--- src/rtl/fetch_core.sv ---
// Instruction-fetch front end: issues word reads to a fixed-latency memory, tags returns
// with their PC, buffers them in a FIFO and hands them to decode over valid/ready.
module fetch_core #(
    parameter int                 ADDR_W       = 32,
    parameter int                 DATA_W       = 32,
    parameter logic [ADDR_W-1:0]  RESET_VECTOR = {ADDR_W{1'b0}},
    parameter int                 MEM_LATENCY  = 1,
    parameter int                 FIFO_DEPTH   = 4
) (
    input  logic              clk,
    input  logic              resetn,
    input  logic [DATA_W-1:0] data_in,
    output logic [ADDR_W-1:0] address,
    output logic              re,
    output logic              we,
    output logic [DATA_W-1:0] data_out,
    input  logic              redirect_valid,
    input  logic [ADDR_W-1:0] redirect_pc,
    input  logic              halt_req,
    output logic              instr_valid,
    input  logic              instr_ready,
    output logic [DATA_W-1:0] instr_data,
    output logic [ADDR_W-1:0] instr_pc,
    output logic              halted
);

    localparam int                PTR_W      = $clog2(FIFO_DEPTH);
    localparam int                CNT_W      = PTR_W + 1;
    localparam logic [CNT_W:0]    DEPTH_C    = (CNT_W + 1)'(FIFO_DEPTH);
    localparam logic [ADDR_W-1:0] PC_STEP    = ADDR_W'(4);
    localparam logic [ADDR_W-1:0] ALIGN_MASK = ~(ADDR_W'(3));

    typedef enum logic [1:0] {
        ST_BOOT = 2'd0,
        ST_RUN  = 2'd1,
        ST_HALT = 2'd2
    } state_t;

    state_t                 state_r, state_nxt_s;
    logic [ADDR_W-1:0]      pc_r;
    logic [ADDR_W-1:0]      address_r;
    logic                   re_r;
    logic [MEM_LATENCY-1:0] tag_vld_r, tag_vld_nxt_s;
    logic [MEM_LATENCY:0]   tag_shift_s;
    logic [ADDR_W-1:0]      tag_pc_r [MEM_LATENCY];
    logic [DATA_W-1:0]      fifo_data_r [FIFO_DEPTH];
    logic [ADDR_W-1:0]      fifo_pc_r [FIFO_DEPTH];
    logic [PTR_W-1:0]       wr_ptr_r, rd_ptr_r;
    logic [CNT_W-1:0]       count_r, count_nxt_s;
    logic [CNT_W:0]         inflight_s;
    logic                   instr_valid_r;
    logic                   halted_r, halted_nxt_s;
    logic                   issue_s, push_s, pop_s;

    assign address     = address_r;
    assign re          = re_r;
    assign we          = 1'b0;
    assign data_out    = {DATA_W{1'b0}};
    assign instr_valid = instr_valid_r;
    assign instr_data  = fifo_data_r[rd_ptr_r];
    assign instr_pc    = fifo_pc_r[rd_ptr_r];
    assign halted      = halted_r;

    // Outstanding reads: the request on the bus now plus every valid tag in the return pipe.
    always_comb begin
        inflight_s = {{CNT_W{1'b0}}, re_r};
        for (int i = 0; i < MEM_LATENCY; i++) begin
            inflight_s = inflight_s + {{CNT_W{1'b0}}, tag_vld_r[i]};
        end
    end

    // Next-state, issue credit, FIFO bookkeeping and the registered halted flag.
    always_comb begin
        state_nxt_s = state_r;
        case (state_r)
            ST_BOOT: state_nxt_s = ST_RUN;
            ST_RUN:  state_nxt_s = halt_req ? ST_HALT : ST_RUN;
            ST_HALT: state_nxt_s = halt_req ? ST_HALT : ST_RUN;
            default: state_nxt_s = ST_BOOT;
        endcase

        // Credit uses the pre-pop count, so a freed slot is reusable only next cycle.
        issue_s = (state_r == ST_RUN) && !halt_req && !redirect_valid &&
                  (({1'b0, count_r} + inflight_s) < DEPTH_C);

        tag_shift_s = {tag_vld_r, re_r};
        if (redirect_valid) begin
            tag_vld_nxt_s = {MEM_LATENCY{1'b0}};
        end else begin
            tag_vld_nxt_s = tag_shift_s[MEM_LATENCY-1:0];
        end

        push_s = tag_vld_r[MEM_LATENCY-1] && !redirect_valid;
        pop_s  = instr_valid_r && instr_ready && !redirect_valid;

        if (redirect_valid) begin
            count_nxt_s = {CNT_W{1'b0}};
        end else begin
            count_nxt_s = count_r + CNT_W'(push_s) - CNT_W'(pop_s);
        end

        halted_nxt_s = (state_nxt_s == ST_HALT) && !issue_s &&
                       (tag_vld_nxt_s == {MEM_LATENCY{1'b0}}) &&
                       (count_nxt_s == {CNT_W{1'b0}});
    end

    // Control registers: FSM state, PC, memory request and status flags.
    always_ff @(posedge clk or negedge resetn) begin
        if (!resetn) begin
            state_r       <= ST_BOOT;
            pc_r          <= RESET_VECTOR;
            address_r     <= RESET_VECTOR;
            re_r          <= 1'b0;
            tag_vld_r     <= {MEM_LATENCY{1'b0}};
            count_r       <= {CNT_W{1'b0}};
            instr_valid_r <= 1'b0;
            halted_r      <= 1'b0;
        end else begin
            state_r       <= state_nxt_s;
            re_r          <= issue_s;
            tag_vld_r     <= tag_vld_nxt_s;
            count_r       <= count_nxt_s;
            instr_valid_r <= (count_nxt_s != {CNT_W{1'b0}});
            halted_r      <= halted_nxt_s;
            if (redirect_valid) begin
                pc_r <= redirect_pc & ALIGN_MASK;
            end else if (issue_s) begin
                address_r <= pc_r;
                pc_r      <= pc_r + PC_STEP;
            end else begin
                pc_r <= pc_r;
            end
        end
    end

    // PC tags ride alongside the memory latency; validity lives in tag_vld_r.
    always_ff @(posedge clk or negedge resetn) begin
        if (!resetn) begin
            for (int i = 0; i < MEM_LATENCY; i++) begin
                tag_pc_r[i] <= {ADDR_W{1'b0}};
            end
        end else begin
            tag_pc_r[0] <= address_r;
            for (int i = 1; i < MEM_LATENCY; i++) begin
                tag_pc_r[i] <= tag_pc_r[i-1];
            end
        end
    end

    // Instruction buffer storage and pointers; redirect empties it.
    always_ff @(posedge clk or negedge resetn) begin
        if (!resetn) begin
            wr_ptr_r <= {PTR_W{1'b0}};
            rd_ptr_r <= {PTR_W{1'b0}};
            for (int i = 0; i < FIFO_DEPTH; i++) begin
                fifo_data_r[i] <= {DATA_W{1'b0}};
                fifo_pc_r[i]   <= {ADDR_W{1'b0}};
            end
        end else if (redirect_valid) begin
            wr_ptr_r <= {PTR_W{1'b0}};
            rd_ptr_r <= {PTR_W{1'b0}};
        end else begin
            if (push_s) begin
                fifo_data_r[wr_ptr_r] <= data_in;
                fifo_pc_r[wr_ptr_r]   <= tag_pc_r[MEM_LATENCY-1];
                wr_ptr_r              <= wr_ptr_r + PTR_W'(1);
            end else begin
                wr_ptr_r <= wr_ptr_r;
            end
            if (pop_s) begin
                rd_ptr_r <= rd_ptr_r + PTR_W'(1);
            end else begin
                rd_ptr_r <= rd_ptr_r;
            end
        end
    end

endmodule

--- config.mk ---
export PLATFORM = sky130hd
export DESIGN_NAME = fetch_core
export DESIGN_NICKNAME = d
export VERILOG_FILES = /design/src/rtl/fetch_core.sv
export SDC_FILE = /design/constraint.sdc
export NUM_CORES = 1
export LEC_CHECK = 0
export ABC_AREA = 1
export BUFFER_PORTS_ARGS = -buffer_cell sky130_fd_sc_hd__buf_2
export CAP_MARGIN = 40
export CORE_MARGIN = 1.5
export CORE_UTILIZATION = 50
export CTS_CLUSTER_DIAMETER = 60
export DETAILED_ROUTE_END_ITERATION = 12
export PLACE_DENSITY = 0.78
export SLEW_MARGIN = 20
export SYNTH_ARGS = -nofsm -noshare
export SYNTH_HDL_FRONTEND = slang
export SYNTH_SLANG_ARGS = --single-unit
--- constraint.sdc ---
create_clock -name clk -period 4.4 [get_ports clk]
set_input_delay 0.22 -clock clk [delete_from_list [all_inputs] [get_ports clk]]
set_output_delay 0.22 -clock clk [all_outputs]
set_load 0.02 [all_outputs]
==> results.ini <==
[run_status]
status = complete, no violations

[layout]
final_cells = 2374
final_common_cell = nand2_1
fin_nets = 2035
final_cell_mix = nand2_1, o21ai_0, dfrtp_1
insertedDiodeCount = 0
drive_gt1_frac = 0.131
syn2layout_area_growth_pct = 15.8

[clock_network]
root_buffer = clkbuf_16
cts_tree = built
htreeDepth = 2
cts.sinks = 351
clk_pin_slew_ns = 0.06
cts_max_path_buffers = 3
insertion_delay_ns = 0.51
cts_buffers = 37

[yosys]
synth_xor_area_frac = 0.00282
seq_area_frac_synth = 0.566
synthMuxAreaShare = 0
synth_area_sq_um = 15500
synth_top_family_by_area = simple AND/OR/NAND/NOR gates
ys_ff_latch = 351
ys_warn_count = 0
synth_fa_ha_area_frac = 0.0110
netlist_instances = 1816
yosysUniqueCellTypes = 32
synth-simple-area-share = 0.178
avgSynthCellArea_sq_um = 8.54
synth_compound_area_frac = 0.162

[setup_path]
crit_type = register to primary output
crit_arrival_ns = 2.82
required_ns = 4.18
end_kind = primary output
startpoint_type = register
reg2reg_depth = 11
cp_max_fo = 50

[floorplanning]
die_w_um = 179
design.core.area_sq_um = 30600
num_rows = 64
dieArea_sq_um = 32100
pin_count = 201
initial_core_util = 0.507
dieHeight_um = 179

[pwr]
irDropWorstVdd_uv = 325
power_frac_clock = 0.312
power.leakage_nw = 8.94
p_seq_frac = 0.421
p_sw_w = 0.00354
p_int_w = 0.00672
p_comb_frac = 0.267
power.density_nw_per_um2 = 571
switching_share = 0.345

[sta]
clock.fmax_mhz = 329
rsz0062_at_grt = no
setup_viol = 0
period_share = 0.690
drv_slew = 0
hold_viol_final = 0
worstMarginPinSlew_ns = 0.891
fin_worst_skew_ns = 0.0142
relSlewSlack = 0.406
hold_ws_ns = 0.0299
period_needed_ns = 3.04
setup_tns_ns = 0

[grt]
grt_pass1_vias = 11700
grt_max_degree = 119
grt_pass1_wl_um = 59200
grt_use_total = 0.229
antenna_found_initial = 0
grt-ovfl-total = 0

[route]
drt-pass1-iter-count = 6
first_iter_violations = 1103
vias = 12700
totalWireLength_um = 36600
ant_nets = 0
drcViolationCount = 0
wl_per_cell_um = 15.4
vias_per_cell = 5.37

[flow_run]
max-cap-violations = 0

[place]
hpwl_um = 22800
io_buffers = 161
placedCellCount = 2284
globalplace.congestion = 0.907

[hold_path]
holdPathStages = 3
worstHoldPathType = input port to register

[repair_timing]
item / 4_1_cts / 5_1_grt
gates resized for setup: 0 / 0
endpoints found under the hold margin: 137 / 0
setup buffers: 0 / 0
setup endpoints to repair: 0 / 0
hold buffers: 25 / 0
[worst max-delay path, cell delays in order (launching register included)]
cell and delay (ns):
dfrtp_4 0.68, inv_4 0.46, buf_12 0.31, buf_4 0.24, o21ai_0 0.10, o22ai_1 0.27, buf_2 0.23
[state kept, by name, indices dropped and copies added (netlist names), 2 cells and up]
| name | count |
|---|---|
| pc_r | 30 |
| count_r | 3 |
| fifo_pc_r | 120 |
| fifo_data_r | 128 |
| wr_ptr_r | 2 |
| tag_pc_r | 30 |
| rd_ptr_r | 2 |
| state_r | 2 |
| address | 30 |
[power by group through the flow]
stage / registers, W / logic, W / clock network, W
after CTS: 0.00431 / 0.00274 / 0.00326
after global routing: 0.00440 / 0.00306 / 0.00340
after detailed placement: 0.00437 / 0.00270 / 0
after global placement: 0.00435 / 0.00264 / 0
after floorplan: 0.00438 / 0.00167 / 0
final: 0.00432 / 0.00274 / 0.00320
[through the flow]
step                      setup slack (ns)  instance area [sq um]   util  total power (W)
after floorplan                       2.17                  15600      -          0.00605
after global placement                1.77                  16300  0.534          0.00699
after detailed placement              1.72                  16400  0.537          0.00707
after CTS                             1.34                  17900  0.586           0.0103
after global routing                  1.23                  18000  0.587           0.0109
final                                 1.36                  18000  0.587           0.0103
[cell type report]
type                    instances  area [sq um]
fillers                      2687         12600
clock inverters                14           201
inverters                     123           467
multi-input cells            1233          5650
well taps                     396           495
repair buffers                207          1310
flip-flops and latches        351          8790
clock buffers                  50          1050
[per-layer routing]
metal	track usage	vias to the layer above	routed length, um
met4	0.0616	0	779
li1	-	6131	-
met1	0.333	6092	16500
met2	0.360	453	16900
met5	0	-	0
met3	0.0339	61	2430
[cells in the mapped netlist (all sizes together)]
cell type	number	area, sq um
nand3	81	418
ha	12	150
or3	1	6.26
and2	3	18.8
buf	83	546
o22ai	62	388
clkbuf	62	233
fa	1	20.0
nand2	433	1630
xnor2	1	8.76
nor2	172	661
o21ai	419	2100
a21oi	4	23.8
xor2	4	35.0
dfrtp	351	8780
nand3b	1	7.51
conb	1	3.75
inv	122	460
clkinv	1	3.75
nor3	2	15.0
[worst paths after layout]
kind / slack [ns] / startpoint / to
max: 1.36 / rd_ptr_r[0]$_DFFE_PN0P_ / instr_pc[10]
min: 0.03 / data_in[25] / fifo_data_r[57]$_DFFE_PN0P_
min reg2reg: 0.40 / address[9]$_DFFE_PN0P_ / tag_pc_r[9]$_DFF_PN0_
min in group asynchronous: 0.38 / resetn / fifo_pc_r[86]$_DFFE_PN0P_
max in group asynchronous: 2.77 / resetn / fifo_data_r[1]$_DFFE_PN0P_
max reg2reg: 1.98 / tag_vld_r$_DFF_PN0_ / halted$_DFF_PN0_
[cells by family after synthesis]
logic type,count (synthesis)
AO/OA/AOI/OAI,485
XOR/XNOR,5
adder cells (fa/ha/maj),13
buffers and inverters,268
flip-flops,351
other,1
AND/OR/NAND/NOR,693
Note: power is estimated with default switching activity, not from simulation.
